[src/rtl/hc_pkg.sv]
// rtl/hc_pkg.sv - shared widths, cache-line typedefs and read-streamer FSM states
package hc_pkg;

  localparam int HC_ADDR_WIDTH = 42;
  localparam int HC_DATA_WIDTH = 512;
  localparam int HC_LEN_WIDTH  = 32;
  localparam int HC_TAG_WIDTH  = 9;

  typedef logic [HC_ADDR_WIDTH-1:0] t_cl_addr;
  typedef logic [HC_DATA_WIDTH-1:0] t_cl_data;
  typedef logic [HC_TAG_WIDTH-1:0]  t_tag;

  typedef enum logic [1:0] {
    IDLE  = 2'd0,
    ISSUE = 2'd1,
    DRAIN = 2'd2
  } t_rs_state;

endpackage

[src/rtl/hc_updown_counter.sv]
// rtl/hc_updown_counter.sv - up/down counter; simultaneous inc and dec leave the value unchanged
module hc_updown_counter #(
  parameter int WIDTH = 8,
  parameter int INIT  = 0
) (
  input  logic             clk,
  input  logic             reset_n,
  input  logic             inc,
  input  logic             dec,
  output logic [WIDTH-1:0] value
);

  localparam logic [WIDTH-1:0] ONE = WIDTH'(1);

  logic [WIDTH-1:0] r_value;

  always_ff @(posedge clk or negedge reset_n) begin
    if (!reset_n) begin
      r_value <= WIDTH'(INIT);
    end else if (inc && !dec) begin
      r_value <= r_value + ONE;
    end else if (dec && !inc) begin
      r_value <= r_value - ONE;
    end
  end

  assign value = r_value;

endmodule

[src/rtl/hc_read_streamer.sv]
// rtl/hc_read_streamer.sv - turns one (base, num_lines) command into per-line reads and forwards responses
// Optional HC_READ_STREAMER_STATS_EN adds issued-request and issue-stall counters.
module hc_read_streamer
  import hc_pkg::*;
#(
  parameter int ADDR_WIDTH      = HC_ADDR_WIDTH,
  parameter int DATA_WIDTH      = HC_DATA_WIDTH,
  parameter int LEN_WIDTH       = HC_LEN_WIDTH,
  parameter int TAG_WIDTH       = HC_TAG_WIDTH,
  parameter int MAX_OUTSTANDING = 64,
  parameter int CREDITS         = 512
) (
  input  logic                  clk,
  input  logic                  reset_n,
  input  logic                  cmd_valid,
  output logic                  cmd_ready,
  input  logic [ADDR_WIDTH-1:0] cmd_base_addr,
  input  logic [LEN_WIDTH-1:0]  cmd_num_lines,
  output logic                  req_valid,
  output logic [ADDR_WIDTH-1:0] req_addr,
  output logic [TAG_WIDTH-1:0]  req_tag,
  input  logic                  req_almost_full,
  input  logic                  rsp_valid,
  input  logic [TAG_WIDTH-1:0]  rsp_tag,
  input  logic [DATA_WIDTH-1:0] rsp_data,
  output logic                  out_valid,
  output logic [DATA_WIDTH-1:0] out_data,
  input  logic                  credit_return,
  output logic                  busy,
  output logic                  done,
  output logic                  err
`ifdef HC_READ_STREAMER_STATS_EN
  ,
  output logic [31:0]           stat_req_cnt,
  output logic [31:0]           stat_stall_cnt
`endif
);

  localparam int CRD_W = $clog2(CREDITS + 1);
  localparam int OUT_W = $clog2(MAX_OUTSTANDING + 1);
  localparam logic [LEN_WIDTH-1:0] ONE_LEN = LEN_WIDTH'(1);

  t_rs_state             r_state;
  logic [ADDR_WIDTH-1:0] r_base;
  logic [LEN_WIDTH-1:0]  r_num_lines;
  logic [LEN_WIDTH-1:0]  r_issued;
  logic [LEN_WIDTH-1:0]  r_received;
  logic                  r_req_valid;
  logic [ADDR_WIDTH-1:0] r_req_addr;
  logic [TAG_WIDTH-1:0]  r_req_tag;
  logic                  r_out_valid;
  logic [DATA_WIDTH-1:0] r_out_data;
  logic                  r_done;
  logic                  r_err;

  logic [CRD_W-1:0]      w_credits;
  logic [OUT_W-1:0]      w_outstanding;
  logic                  w_issue;
  logic                  w_rsp_acc;
  logic                  w_cred_full;
  logic                  w_credit_inc;
  logic                  w_credit_over;

  assign w_cred_full   = (w_credits == CRD_W'(CREDITS));
  assign w_issue       = (r_state == ISSUE) && !req_almost_full && (w_credits != '0) &&
                         (w_outstanding < OUT_W'(MAX_OUTSTANDING));
  // Responses count only while a command is active and still owed lines.
  assign w_rsp_acc     = rsp_valid && (r_state != IDLE) && (r_received != r_num_lines);
  assign w_credit_over = credit_return && w_cred_full && !w_issue;
  assign w_credit_inc  = credit_return && !w_credit_over;

  hc_updown_counter #(.WIDTH(CRD_W), .INIT(CREDITS)) u_credits (
    .clk     (clk),
    .reset_n (reset_n),
    .inc     (w_credit_inc),
    .dec     (w_issue),
    .value   (w_credits)
  );

  hc_updown_counter #(.WIDTH(OUT_W), .INIT(0)) u_outstanding (
    .clk     (clk),
    .reset_n (reset_n),
    .inc     (w_issue),
    .dec     (w_rsp_acc),
    .value   (w_outstanding)
  );

  always_ff @(posedge clk or negedge reset_n) begin
    if (!reset_n) begin
      r_state     <= IDLE;
      r_base      <= '0;
      r_num_lines <= '0;
      r_issued    <= '0;
      r_received  <= '0;
      r_req_valid <= 1'b0;
      r_req_addr  <= '0;
      r_req_tag   <= '0;
      r_out_valid <= 1'b0;
      r_out_data  <= '0;
      r_done      <= 1'b0;
      r_err       <= 1'b0;
    end else begin
      r_req_valid <= 1'b0;
      r_done      <= 1'b0;
      r_out_valid <= w_rsp_acc;
      if (w_rsp_acc) begin
        r_out_data <= rsp_data;
        r_received <= r_received + ONE_LEN;
        if (rsp_tag != r_received[TAG_WIDTH-1:0]) begin
          r_err <= 1'b1;
        end
      end else if (rsp_valid) begin
        r_err <= 1'b1;
      end
      if (w_credit_over) begin
        r_err <= 1'b1;
      end

      case (r_state)
        IDLE: begin
          if (cmd_valid) begin
            r_base      <= cmd_base_addr;
            r_num_lines <= cmd_num_lines;
            r_issued    <= '0;
            r_received  <= '0;
            if (cmd_num_lines == '0) begin
              r_done <= 1'b1;
            end else begin
              r_state <= ISSUE;
            end
          end
        end
        ISSUE: begin
          if (w_issue) begin
            r_req_valid <= 1'b1;
            r_req_addr  <= r_base + ADDR_WIDTH'(r_issued);
            r_req_tag   <= r_issued[TAG_WIDTH-1:0];
            r_issued    <= r_issued + ONE_LEN;
            if (r_issued + ONE_LEN == r_num_lines) begin
              r_state <= DRAIN;
            end
          end
        end
        DRAIN: begin
          // received already includes any response that landed on the ISSUE->DRAIN edge
          if (r_received == r_num_lines) begin
            r_done  <= 1'b1;
            r_state <= IDLE;
          end
        end
        default: r_state <= IDLE;
      endcase
    end
  end

`ifdef HC_READ_STREAMER_STATS_EN
  logic [31:0] r_stat_req;
  logic [31:0] r_stat_stall;

  always_ff @(posedge clk or negedge reset_n) begin
    if (!reset_n) begin
      r_stat_req   <= '0;
      r_stat_stall <= '0;
    end else if ((r_state == IDLE) && cmd_valid) begin
      r_stat_req   <= '0;
      r_stat_stall <= '0;
    end else if (w_issue) begin
      r_stat_req   <= r_stat_req + 32'd1;
    end else if (r_state == ISSUE) begin
      r_stat_stall <= r_stat_stall + 32'd1;
    end
  end

  assign stat_req_cnt   = r_stat_req;
  assign stat_stall_cnt = r_stat_stall;
`endif

  assign cmd_ready = (r_state == IDLE);
  assign busy      = (r_state != IDLE);
  assign req_valid = r_req_valid;
  assign req_addr  = r_req_addr;
  assign req_tag   = r_req_tag;
  assign out_valid = r_out_valid;
  assign out_data  = r_out_data;
  assign done      = r_done;
  assign err       = r_err;

endmodule

[config.mk]
export PLATFORM = sky130hd
export DESIGN_NAME = hc_read_streamer
export DESIGN_NICKNAME = d
export VERILOG_FILES = /design/src/rtl/hc_pkg.sv /design/src/rtl/hc_updown_counter.sv /design/src/rtl/hc_read_streamer.sv
export SDC_FILE = /design/constraint.sdc
export NUM_CORES = 1
export LEC_CHECK = 0
export ABC_AREA = 1
export CAP_MARGIN = 20
export CORE_AREA = 2 2 460 462
export DETAILED_ROUTE_END_ITERATION = 12
export DIE_AREA = 0 0 462 464
export SYNTH_ARGS = -nofsm -noshare
export SYNTH_HDL_FRONTEND = slang
export SYNTH_SLANG_ARGS = --single-unit
[constraint.sdc]
create_clock -name clk -period 3.7 [get_ports clk]
set_clock_uncertainty 0.1 [all_clocks]
set_input_delay 0.37 -clock clk [delete_from_list [all_inputs] [get_ports clk]]
set_output_delay 0.37 -clock clk [all_outputs]
set_load 0.005 [all_outputs]
# After elaboration in Yosys (flattened, before gate mapping)
# Index checks and enable logic that the tools add are counted.
word_totals:
  regBits: 724
  inputBits: 601
  output_inout_bits: 569
op_classes:
  order_cmp: 1
  n_eq_ne: 13
  n_addsub: 7
  reduce_logical: 30
  n_mux: 26
op_table:
  columns: ["op", "n"]
  rows:
  - ["$mux W32", 5]
  - ["$add A32 B1 Y32 const B", 2]
  - ["$eq A32 B32 Y1", 2]
  - ["$pmux W32 S2", 1]
  - ["$add A42 B32 Y42", 1]
  - ["$logic_not A32 Y1", 1]
  - ["$ne A32 B32 Y1", 1]
  - ["$mux W10", 2]
  - ["$mux W7", 2]
  - ["$logic_and A1 B1 Y1", 12]
  - ["$add A10 B1 Y10 const B", 1]
  - ["$eq A10 B10 Y1 const B", 1]
  - ["$mux W2", 5]
  - ["$reduce_bool A10 Y1", 1]
  - ["$sub A10 B1 Y10 const B", 1]
  - ["$mux W1", 9]
  - ["$ne A9 B9 Y1", 1]
  - ["$reduce_bool A2 Y1", 4]
  - ["$add A7 B1 Y7 const B", 1]
  - ["$lt A7 B7 Y1 const B", 1]
  - ["$sub A7 B1 Y7 const B", 1]
  - ["$ne A2 B2 Y1 const B", 3]
  - ["$pmux W2 S3", 1]
  - ["$reduce_and A2 Y1", 3]
  - ["other kinds (10)", 15]

# Depth between registers and ports, before layout
logic_depth:
  ltp_word: 12
  mapped_depth: 23
  mapped_depth_nobuf: 22

# Modules after synthesis
# A second synthesis with hierarchy kept.
hier_totals:
  hier_cells: 4094
  area_unflattened_um2: 33001.7
modules_own_cells:
  columns: ["module", "area_per_inst_um2", "cells_each", "seq_area_each_um2", "n_inst"]
  rows:
  - ["hc_read_streamer", 31615.3, 3903, 17692.0, 1]
  - ["hc_updown_counter (u_credits)", 839.6, 119, 251.5, 1]
  - ["hc_updown_counter (u_outstanding)", 546.8, 72, 175.2, 1]

# Worst setup path after synthesis
# OpenSTA, ideal clock, no wires.
synth_timing:
  path_type: "reg2reg"
  from: "reg u_credits.r_value[0] (netlist: u_credits.value[0])"
  to: "reg u_credits.r_value[7] (netlist: u_credits.value[7])"
  path_stages_with_launch: 22
  t_arrival_ps: 3196
  required_time_ps: 3468
  n_path_buf: 2
  setup_time_ps: 132
  slack_ps: 272
  cell_sequence: "dfrtp_1 > inv_1 > nand4_1 > nor2_1 > nand3_1 > nand2_1 > clkbuf_1 > clkbuf_1 > ha_1 > inv_1 > ha_1 > nand2_1 > o21ai_0 > inv_1 > o21ai_0 > inv_1 > nor2_1 > nor2_1 > o21bai_1 > nand2_1 > nand3_1 > o21ai_0"
synth_via:
  elab_chain_cells: 10
synth_lines:
  columns: ["item", "line_no", "source"]
  rows:
  - ["start, declared", "hc_updown_counter.sv:15", "logic [WIDTH-1:0] r_value;"]
  - ["start signal, assigned", "hc_updown_counter.sv:19", "r_value <= WIDTH'(INIT);"]
  - ["start signal, assigned", "hc_updown_counter.sv:21", "r_value <= r_value + ONE;"]
  - ["start signal, assigned", "hc_updown_counter.sv:23", "r_value <= r_value - ONE;"]
  - ["branches (longest 10 deep; another with $sub A10 B1 Y10)", null, null]
# Parallel ways; which one is timed is not known. The select of a mux whose other input is x is not followed.
# A chain may end at the register's enable or synchronous reset.

# Worst setup path after layout
layout_timing:
  from: "reg r_received[11]"
  to: "reg u_outstanding.r_value[6] (netlist: u_outstanding.value[6])"
layout_via:
  elab_chain_cells: 5
layout_lines:
  columns: ["item", "line_no", "source"]
  rows:
  - ["start, declared", "hc_read_streamer.sv:47", "logic [LEN_WIDTH-1:0] r_received;"]
  - ["start signal, assigned", "hc_read_streamer.sv:108", "r_received <= r_received + ONE_LEN;"]
  - ["$ne A32 B32 Y1 (*)", "hc_read_streamer.sv:68", "assign w_rsp_acc = rsp_valid && (r_state != IDLE) && (r_received != r_num_lines);"]
  - ["$logic_and A1 B1 Y1 (*)", "hc_read_streamer.sv:68", null]
  - ["$logic_not A1 Y1", "hc_updown_counter.sv:20", "end else if (inc && !dec) begin"]
  - ["$logic_and A1 B1 Y1", "hc_updown_counter.sv:20", null]
  - ["$mux W7 / $reduce_bool A2 Y1 (equally long branches)", null, null]
  - ["end signal, assigned", "hc_updown_counter.sv:19", null]
  - ["end signal, assigned", "hc_updown_counter.sv:21", null]
  - ["end signal, assigned", "hc_updown_counter.sv:23", null]
  - ["end, declared", "hc_updown_counter.sv:15", null]
# Every way passes the cells marked *; elsewhere a longest branch is shown, timed or not.

==> qor.csv <==
stage,metric,value,unit
outcome,status,completed,
logic_synthesis,most frequent cells after synthesis,"nand2_1, dfrtp_1, inv_1, nor2_1, o21ai_0",
power,pwr dens,457.1,nW/um^2
cts,CTS tree,yes,
power,Leak,24.64,nW
routing,Starting DRT DRC Count,2640,
timing,fmax,288.6,MHz
global_route,largest net degree at the start of global routing,149,
routing,# DRC,0,
die,die span in x,462,um
timing,post-layout min period,3.464,ns
place,GP Congestion,0.9418,
logic_synthesis,"top cells by area, synth","dfrtp_1, nand2_1, inv_1, nor2_1, o21ai_0",
routing,first-pass iteration count of the detailed router,5,
finish,share of layout cells above drive strength 1,4.796,%
timing,Hold Fails Final Rpt,0,
cts,"Clk pin slew, worst setup/hold paths",0.06,ns
logic_synthesis,Cell variety after synth,45,
die,Initial Util,15.79,%
place,Post-DP HPWL,175.0,mm
place,Post-Place Cell Area,48270,sq um
global_route,number of global-route vias before repair,34394,
routing,remaining antenna violation count,0,
timing,fin crit share,93.63,%
routing,DRT Wirelength,212.7,mm
die,Die H,464,um
timing,worst slew pin tran,0.9131,ns
logic_synthesis,top-area cell type share of the netlist area,54.77,%
setup_path,arrival time worst endpoint,3.97,ns
cts,Clock Latency Late Sink,0.73,ns
cts,clk root buf,clkbuf_16,
die,core area,209200,sq um
logic_synthesis,Post-synth EDFFs,0,
logic_synthesis,most common flop cell mapped by yosys,dfrtp_1,
logic_synthesis,synth warn,0,
setup_path,CP Launch Type,register,
die,Die Area,214400,sq um
cts,CTS Sinks,724,
timing,setup TNS,0,ns
global_route,initial antenna violation count,87,
logic_synthesis,mapped cell area,33030,sq um
setup_path,Critical Path End Type,register,
cts,CTS Buf Count,96,
logic_synthesis,synthesized area per cell,7.984,sq um
timing,Final setup viols,0,
hold_path,HP Class,in2reg,
routing,vias after detailed routing,33877,
setup_path,crit path kind,reg2reg,
logic_synthesis,Yosys reg bits,724,
cts,Post-CTS Setup Bufs,0,
setup_path,worst path required time,4.21,ns
job,Max Cap Viol,0,
logic_synthesis,"area leader, netlist",dfrtp_1,
place,port bufs,1169,
place,Post-Place Setup Slack,0.08983,ns
die,Cell Rows,168,
logic_synthesis,asr flop ratio synth,100.0,%
cts,worst-case clock buffer depth,3,
die,num ports,1170,
routing,vias per inst,4.057,
logic_synthesis,sequential area share after synthesis,54.85,%
global_route,Total Routing Usage GR,19.30,%
logic_synthesis,"count leader, synth",nand2_1,
power,maximum vdd ir drop,347.8,uV
finish,area grow syn2layout,60.39,%
setup_path,critical-path maximum fanout,6,
finish,Final nets,6103,
timing,max-slew violation count,0,
global_route,first-pass GRT wire length,287.1,mm
logic_synthesis,Cells after Synth,4137,
timing,Worst slew margin,39.13,%
setup_path,R2R setup slack,0.24,ns
timing,RSZ-0062 raised after global routing,no,
cts,CTS H-tree depth,3,
timing,worst setup margin,0.2355,ns
global_route,GR Overflow Total,0,
logic_synthesis,Mapped Nets,4790,
routing,drt wl/cell,25.47,um
finish,fin area,52980,sq um
finish,Fill cells,22761,
per-layer routing:
metal  share of wire (%)  up-vias  GRT usage, %  routed length, um
li1                    -    15603             -                  -
met1                  40    16514         22.78              85570
met2                  49     1386         33.56             103500
met3                 7.4      358         5.683              15820
met4                 3.6       16         5.556               7676
met5               0.044        -             0                 94
per-stage QoR:
stage               hold WS [ns]  instances  power, mW  util (%)
global placement          0.3127       8020      14.39     23.08
finish                   0.09421       8351      24.22     25.33
CTS                    0.0002833       8331      24.65     25.30
detailed placement        0.3081       8020      14.40     23.08
global route             0.03054       8338      25.43     25.32
floorplan               -0.02559       4137      11.07         -
registers in the layout (all words and copies together) (netlist names):
name / count
out_data: 512
r_base: 42
req_addr: 42
r_issued: 32
r_num_lines: 32
r_received: 32
u_credits.value: 10
req_tag: 9
u_outstanding.value: 7
r_state: 2
done: 1
err: 1
out_valid: 1
req_valid: 1
kinds of logic after synthesis:
kind of cell,synth area share (%)
and+or+nand+nor,30.90
buffers and inverters,4.848
xor gates and xnor gates,2.227
AOI/OAI and AO/OA,5.133
DFF,54.85
adders and majority gates,2.038
placed cells by master (no fill, tap or decap), drive strengths merged, types with 30 or more instances in the layout:
cell,instances
nand2,2141
clkdlybuf4s50,1168
dfrtp,723
inv,227
nor2,215
o21ai,152
dlygate4sd3,137
clkbuf,127
nand3,124
a21oi,80
buf,73
xor2,61
ha,49
nand4,36
nor3,30
what timing repair did:
action                                 4_1_cts  5_1_grt
endpoints found under the hold margin      224        0
gates resized for setup                      0        6
setup endpoints to repair                    0        3
hold buffers                               137        0
path summary, 6_finish.rpt:
kind / from / end / cells past startpoint
max: r_received[11] / u_outstanding.value[6] / 19
min: rsp_data[101] / out_data[101] / 3
max reg2reg: r_received[11] / u_outstanding.value[6] / 19
min reg2reg: out_data[190] / out_data[190] / 2
max in group asynchronous: reset_n / out_data[124] / 3
min in group asynchronous: reset_n / req_addr[39] / 2
cell type report:
class	instances	area, sq um	share of cell area [%]
flip-flops and latches	724	18120	34.20
repair buffers	1378	13840	26.13
multi-input cells	3029	13360	25.21
well taps	2805	3510	6.624
clock buffers	127	2640	4.983
inverters	221	829.5	1.566
clock inverters	47	630.6	1.190
diodes	20	50.05	0.09447
power by group:
part           internal, mW  total [mW]  switching [mW]
Clock                  5.76        9.83            4.07
Combinational          2.37        5.09            2.72
Sequential             8.66        9.29           0.631
Total                  16.8        24.2            7.42
critical path: stages, from the launching register on:
cell and delay (ns):
dfrtp_1 0.42, inv_1 0.14, nor2_1 0.06, nor3_1 0.21, nand3_1 0.13, nor2_1 0.24, nand2_1 0.19, nand2_4 0.13
ha_1 0.20, inv_1 0.14, fa_1 0.44, a21oi_1 0.20, o21bai_1 0.10, nand2_1 0.08, nand2_1 0.07, a21oi_1 0.18
nand2_1 0.07, nand2_1 0.06, nor2_1 0.05, xor2_1 0.14
No activity file was read; power rests on OpenSTA's default activity.
